### config.mk
export PLATFORM = sky130hd
export DESIGN_NAME = stim_sequencer
export DESIGN_NICKNAME = d
export VERILOG_FILES = /design/src/rtl/stim_seq_pkg.sv /design/src/rtl/clk_en_div.sv /design/src/rtl/stim_sequencer.sv
export SDC_FILE = /design/constraint.sdc
export NUM_CORES = 1
export LEC_CHECK = 0
export CAP_MARGIN = 5
export CORE_UTILIZATION = 50
export DETAILED_ROUTE_END_ITERATION = 16
export PLACE_DENSITY = 0.77
export SKIP_CTS_REPAIR_TIMING = 1
export SLEW_MARGIN = 0
export SYNTH_ARGS = -nofsm -noshare
export SYNTH_HDL_FRONTEND = slang
export SYNTH_HIERARCHICAL = 1
export SYNTH_SLANG_ARGS = --single-unit
### constraint.sdc
create_clock -name clk -period 5.8 [get_ports clk]
set_clock_uncertainty 0.15 [all_clocks]
set_input_delay 0.58 -clock clk [delete_from_list [all_inputs] [get_ports clk]]
set_output_delay 0.58 -clock clk [all_outputs]
set_load 0.005 [all_outputs]
### src/rtl/stim_seq_pkg.sv
// Shared types and default sizing for the stimulus sequencer.
package stim_seq_pkg;

  localparam int DEF_WIDTH = 4;
  localparam int DEF_DEPTH = 4;

  typedef enum logic [1:0] {
    ST_IDLE     = 2'd0,
    ST_RST_HOLD = 2'd1,
    ST_PLAY     = 2'd2,
    ST_DONE     = 2'd3
  } state_t;

endpackage

### src/rtl/clk_en_div.sv
// Free-running 2-bit divider producing 1/2 and 1/4 rate clock enables.
module clk_en_div (
  input  logic clk,
  input  logic rst,
  input  logic i_hold,
  output logic o_en_div2,
  output logic o_en_div4
);

  logic [1:0] r_cnt;

  always_ff @(posedge clk) begin
    if (rst || i_hold) begin
      r_cnt <= 2'd0;
    end else begin
      r_cnt <= r_cnt + 2'd1;
    end
  end

  assign o_en_div2 = r_cnt[0];
  assign o_en_div4 = (r_cnt == 2'd3);

endmodule

### src/rtl/stim_sequencer.sv
// Stimulus sequencer: generates a reset pulse, then plays a pattern table to a consumer.
// Define STIM_SEQ_LOOP_EN to replay the table continuously until abort.
module stim_sequencer
  import stim_seq_pkg::*;
#(
  parameter int WIDTH    = DEF_WIDTH,
  parameter int DEPTH    = DEF_DEPTH,
  parameter int RST_CYC  = 3,
  parameter int HOLD_CYC = 1
) (
  input  logic                     clk,
  input  logic                     rst,
  input  logic                     start,
  input  logic                     abort,
  input  logic [$clog2(DEPTH):0]   len,
  input  logic                     wr_en,
  input  logic [$clog2(DEPTH)-1:0] wr_addr,
  input  logic [WIDTH-1:0]         wr_data,
  input  logic                     pat_ready,
  output logic [WIDTH-1:0]         pat_data,
  output logic                     pat_valid,
  output logic                     rst_out,
  output logic                     en_div2,
  output logic                     en_div4,
  output logic                     busy,
  output logic                     done,
  output logic [15:0]              play_cnt
);

  localparam int IW  = $clog2(DEPTH);
  localparam int LW  = IW + 1;
  localparam int RCW = (RST_CYC > 1) ? $clog2(RST_CYC) : 1;
  localparam int HCW = (HOLD_CYC > 1) ? $clog2(HOLD_CYC) : 1;

  state_t           r_state, w_state_next;
  logic [IW-1:0]    r_idx, w_idx_next;
  logic [HCW-1:0]   r_hold_cnt, w_hold_next;
  logic [RCW-1:0]   r_rst_cnt, w_rst_cnt_next;
  logic [LW-1:0]    r_len, w_len_next;
  logic [LW-1:0]    w_len_clamp;
  logic             w_last;
  logic             w_play_inc;
  logic [15:0]      r_play_cnt;
  logic [WIDTH-1:0] r_pat_data;
  logic [WIDTH-1:0] r_table [DEPTH];

  assign w_len_clamp = (len > LW'(DEPTH)) ? LW'(DEPTH) : len;
  assign w_last      = ({1'b0, r_idx} == (r_len - LW'(1)));

  always_comb begin
    w_state_next   = r_state;
    w_idx_next     = r_idx;
    w_hold_next    = r_hold_cnt;
    w_rst_cnt_next = r_rst_cnt;
    w_len_next     = r_len;
    w_play_inc     = 1'b0;
    if (r_state != ST_IDLE && abort) begin
      w_state_next = ST_IDLE;
    end else begin
      case (r_state)
        ST_IDLE: begin
          if (start) begin
            w_state_next   = ST_RST_HOLD;
            w_rst_cnt_next = '0;
            w_len_next     = w_len_clamp;
            w_idx_next     = '0;
            w_hold_next    = '0;
          end
        end
        ST_RST_HOLD: begin
          if (r_rst_cnt == RCW'(RST_CYC - 1)) begin
            w_state_next = (r_len == '0) ? ST_DONE : ST_PLAY;
            w_idx_next   = '0;
            w_hold_next  = '0;
          end else begin
            w_rst_cnt_next = r_rst_cnt + RCW'(1);
          end
        end
        ST_PLAY: begin
          if (pat_ready) begin
            if (r_hold_cnt == HCW'(HOLD_CYC - 1)) begin
              w_play_inc  = 1'b1;
              w_hold_next = '0;
              if (w_last) begin
`ifdef STIM_SEQ_LOOP_EN
                w_idx_next = '0;
`else
                w_state_next = ST_DONE;
`endif
              end else begin
                w_idx_next = r_idx + IW'(1);
              end
            end else begin
              w_hold_next = r_hold_cnt + HCW'(1);
            end
          end
        end
        default: begin
          w_state_next = ST_IDLE;
        end
      endcase
    end
  end

  always_ff @(posedge clk) begin
    if (rst) begin
      r_state    <= ST_IDLE;
      r_idx      <= '0;
      r_hold_cnt <= '0;
      r_rst_cnt  <= '0;
      r_len      <= '0;
      r_play_cnt <= '0;
    end else begin
      r_state    <= w_state_next;
      r_idx      <= w_idx_next;
      r_hold_cnt <= w_hold_next;
      r_rst_cnt  <= w_rst_cnt_next;
      r_len      <= w_len_next;
      if (w_play_inc && r_play_cnt != 16'hFFFF) begin
        r_play_cnt <= r_play_cnt + 16'd1;
      end
    end
  end

  // Table keeps its contents across rst; writes only land while idle.
  always_ff @(posedge clk) begin
    if (!rst && wr_en && r_state == ST_IDLE) begin
      r_table[wr_addr] <= wr_data;
    end
  end

  // Read addressed by the next index so the entry is ready on the first PLAY cycle.
  always_ff @(posedge clk) begin
    if (rst) begin
      r_pat_data <= '0;
    end else if (w_state_next == ST_PLAY) begin
      r_pat_data <= r_table[w_idx_next];
    end
  end

  clk_en_div u_div (
    .clk       (clk),
    .rst       (rst),
    .i_hold    (w_state_next == ST_RST_HOLD),
    .o_en_div2 (en_div2),
    .o_en_div4 (en_div4)
  );

  assign pat_data  = r_pat_data;
  assign pat_valid = (r_state == ST_PLAY);
  assign rst_out   = (r_state == ST_RST_HOLD);
  assign busy      = (r_state != ST_IDLE);
  assign done      = (r_state == ST_DONE);
  assign play_cnt  = r_play_cnt;

endmodule

* After elaboration in Yosys (flattened, before gate mapping) *
Memories as Yosys holds them, arrays and structs flattened. A register that Yosys moved wholly into a read port is not among the register bits.
Index checks and enable logic that the tools add are counted.

word-level totals
  register bits after elaboration = 28
  latch bits = 0
  bits in writable memories = 16
  ROM bits = 0
  memories kept = 1

operators by class
  add/sub/neg operators = 6
  multiply operators = 0
  divide/modulo/power cells = 0
  magnitude comparators = 1
  eq/ne operators = 13
  shift-type cells = 0
  muxes and demuxes = 30
  bitwise operators = 1
  reduce and logical (&&, ||, !) cells = 14

memory list
  memory   depth  bits a word  rd ports  clocked after memory_dff  write ports  RTL line              source
  r_table  4      4            1         1                         1            stim_sequencer.sv:45  logic [WIDTH-1:0] r_table [DEPTH];

operator list
  cell                   number
  $mux 2                 14
  $add 16x1->16 const B  1
  $ne 16x16->1 const B   1
  $pmux 2 s3             2
  $mux 1                 11
  $eq 2x2->1 const B     5
  $add 2x1->2 const B    3
  $ne 2x2->1 const B     3
  $reduce_and 5->1       1
  $eq 2x1->1 const B     2
  $logic_and 1x1->1      4
  $pmux 2 s2             1
  $reduce_and 4->1       1
  $reduce_bool 2->1      2
  $eq 2x3->1             1
  $gt 3x3->1 const B     1
  $logic_not 3->1        1
  $mux 3                 1
  $pmux 1 s3             1
  $reduce_and 3->1       1
  $reduce_bool 3->1      1
  $sub 3x1->3 const B    1
  $logic_not 2->1        1
  $ne 2x1->1 const B     1
  4 further kinds        4

* Longest topological paths before layout *
  word-level depth = 9
  gate-level depth with buffers = 9

* Hierarchy *
Netlist, hierarchy kept.

by module, submodules not included
  module          times used  cells an instance  area an instance (µm²)  seq. area each (µm²)
  stim_sequencer  1           211                2049.5                  1061.0
  clk_en_div      1           5                  75.1                    40.0

* Least setup slack after synthesis *
Ideal clock, no wire load.

  path kind = register to register
  start point = register r_len[0] (netlist name)
  end point = register r_rst_cnt[1]
  setup time = 0.071 ns
  arrival = 2.177 ns
  slack = 3.402 ns
  stages on the path, launching flop included = 9
  cell sequence = dfxtp_1 inv_1 ha_1 xor2_1 nand2_1 o32a_1 or3b_4 or3_1 a21oi_1

RTL lines
  item                  RTL line               source
  to (signal assigned)  stim_sequencer.sv:117  r_rst_cnt <= w_rst_cnt_next;
  to (decl)             stim_sequencer.sv:38   logic [RCW-1:0] r_rst_cnt, w_rst_cnt_next;

==> metrics <==
ys async rst share=0%; number of synthesized flops with an enable pin=16; Final GP Congestion=between 0.9 and 1; VDD IR max=181 uV; Tcrit/Tclk final=a little under half; Residual DRC=0; CP endpoint=r_rst_cnt[1]; first-pass GRT wire length=between 6000 and 7000 um; Slew Viols, Final=0; f_max=380 MHz; Final Routed Wirelength=approximately 4100 um; Leak=approximately 0.87 nW; Vias/cell=between 5 and 6; layout cells sized above 1=5.04%; Clock power frac=a little under two fifths; Tot GR Track Use=between 20% and 30%; Most used DFF post-synth=dfxtp_1; Worst Tran Pin Value=616 ps; Reg power frac=roughly 55%; PortBufs=40; CTS tree=done; CTS clk-pin slew, worst paths=90 ps; vias in the first global route=between 1000 and 1500; area leader, netlist=dfxtp_1; CTS Root Cell=clkbuf_8; Int Pwr=494 uW; grt total ovfl=0; Fillers=approximately 360; Core ar.=slightly above 4000 um^2; Setup crit end kind=flop; Max Cap Violations=0; antenna cells=0; combinational power share=roughly 6.7%; Final Util=66.5%; die height=67.2 um; vias post-DR=~1700; critical path class=flop to flop; Initial Util=between 50% and 60%; Worst Path Arrival=2720 ps; Netlist cell types=40; post-DP HPWL=between 2000 and 3000 um; dominant cells by area after synthesis=dfxtp_1 29%, edfxtp_1 23%, xnor2_1 5.4%; Setup-failing EPs final=0; Rows=23; 1st-iter DRT viols=129; setup_tns=0 ps; clock sinks=47; Sw Pwr=136 uW; Seq cells post-synth=between 40 and 50; synth warn=6; final net count=277; slew margin rel.=between 50% and 60%; count of non-filler cells in the finished layout=308; status=completed; post-synth top area share=slightly below 30%; deepest clock path buffer count=2; HP Class=flop to flop; crit path launch type=flop; syn_nets=236; drt wl/cell=between 10 and 15 um; synthesized area=around 2100 um^2; syn avg cell area=a little under 10 um^2; Pre-antenna DRT Iters=4; worst r2r src=r_len[0]; DRT antenna net count=0; Sw Share=~22%; CP max FO=5; largest net degree at the start of global routing=30; Fin. Hold Viols=0; R2R setup slack=3170 ps; RSZ-0062 raised after global routing=no; Syn Inst Count=~220; die area=approximately 4500 um^2; worst r2r path cells=8; Die W=about 67 um; Num CTS Buffers=5; crit path time final=about 2600 ps; Req. time, crit path=5890 ps; Setup crit start=r_len[0]; clk_lat worst skew=about 300 ps; IO Pins=41; Area Growth Syn to Fin=26.0%; sequential share of the synthesized area=about half; CTS H-tree depth=2; Inst Count DP=300; power per cell area=235 nW/um^2; initial antenna violation count=0; RR Endpoint=r_rst_cnt[1]
[flip-flops by register name (all words and copies together), names as in the netlist]
signal,flops
play_cnt,16
r_table,16
r_rst_cnt,2
pat_data,4
u_div/r_cnt,2
r_idx,2
r_state,2
r_len,3
[cells in the mapped netlist (all sizes together), types with 4 or more instances]
library cell,n
o221ai,4
xnor2,13
mux2i,9
edfxtp,16
nor3,13
dfxtp,31
ha,5
nand4,4
clkbuf,4
nand3,6
nor3b,5
or3,4
inv,13
nor2,25
a21oi,10
nand2,20
[final cells by class]
cell class | instances | area, um^2 | share of cell area [%]
multi-input combinational | 149 | 945 | 35.3
clock inverter | 3 | 43.8 | 1.64
sequential | 47 | 1100 | 41.1
tap | 50 | 62.6 | 2.34
clock buffer | 5 | 68.8 | 2.57
timing repair buffer | 41 | 408 | 15.2
inverter | 13 | 48.8 | 1.82
[cell families after synthesis]
kind of cell,count (synthesis),synth area share [%]
compound gates,25,7.83
xor+xnor,15,6.18
fa+ha+maj,6,3.42
buf+inv,20,3.71
flops,47,51.8
mux,9,4.24
simple gates,94,22.8
[through the flow]
step	worst slack (ps)	hold WS (ps)	instance area, um^2	power [mW]
6_report	3170	313	2680	0.630
5_1_grt	2990	332	2680	0.654
4_1_cts	3180	318	2680	0.636
3_5_place_dp	3010	299	2560	0.398
3_3_place_gp	3080	292	2560	0.398
2_1_floorplan	3400	286	2120	0.376
[routing by layer]
metal / global-route usage, % / routed length (um)
met1: 25.5 / 1850
met2: 32.8 / 2020
met5: 0 / 0
met4: 9.57 / 95
met3: 5.07 / 181
[worst max-delay path: stages, from the launching register on]
cell,delay [ps]
dfxtp_1,410
inv_1,90
ha_1,320
xor2_1,230
nand2_1,80
o32a_1,400
or3b_4,410
or3_1,320
a21oi_1,150
[placed cells by master (no fill, tap or decap), types with 2 or more instances in the layout]
| cell type | count |
|---|---|
| clkdlybuf4s50_1 | 40 |
| dfxtp_1 | 31 |
| nor2_1 | 25 |
| nand2_1 | 20 |
| edfxtp_1 | 16 |
| inv_1 | 13 |
| xnor2_1 | 13 |
| nor3_1 | 12 |
| a21oi_1 | 10 |
| mux2i_1 | 9 |
| nand3_1 | 6 |
| ha_1 | 5 |
| clkbuf_8 | 5 |
| nor3b_1 | 4 |
| or3_1 | 4 |
| nand4_1 | 4 |
| o221ai_1 | 4 |
| nand2b_1 | 3 |
| and2_1 | 3 |
| o21ai_0 | 3 |
| nor2b_1 | 2 |
| xor2_1 | 2 |
| and4_1 | 2 |
| nor4_1 | 2 |
[power groups by stage]
stage / Combinational (mW) / Clock (mW) / Sequential [mW]
3_3_place_gp: 0.0419 / 0 / 0.356
3_5_place_dp: 0.0421 / 0 / 0.356
2_1_floorplan: 0.0211 / 0 / 0.355
5_1_grt: 0.0473 / 0.258 / 0.349
6_report: 0.0424 / 0.239 / 0.348
4_1_cts: 0.0426 / 0.245 / 0.348
[worst min-delay path by stage]
stage | cells past startpoint | to | start
after floorplan | 2 | r_rst_cnt[1] | r_rst_cnt[1]
after global placement | 2 | r_rst_cnt[1] | r_rst_cnt[1]
after detailed placement | 2 | r_rst_cnt[1] | r_rst_cnt[1]
after CTS | 2 | r_len[2] | r_len[2]
after global routing | 2 | r_len[2] | r_len[2]
final | 2 | r_len[2] | r_len[2]
(Power assumes the default switching activity.)
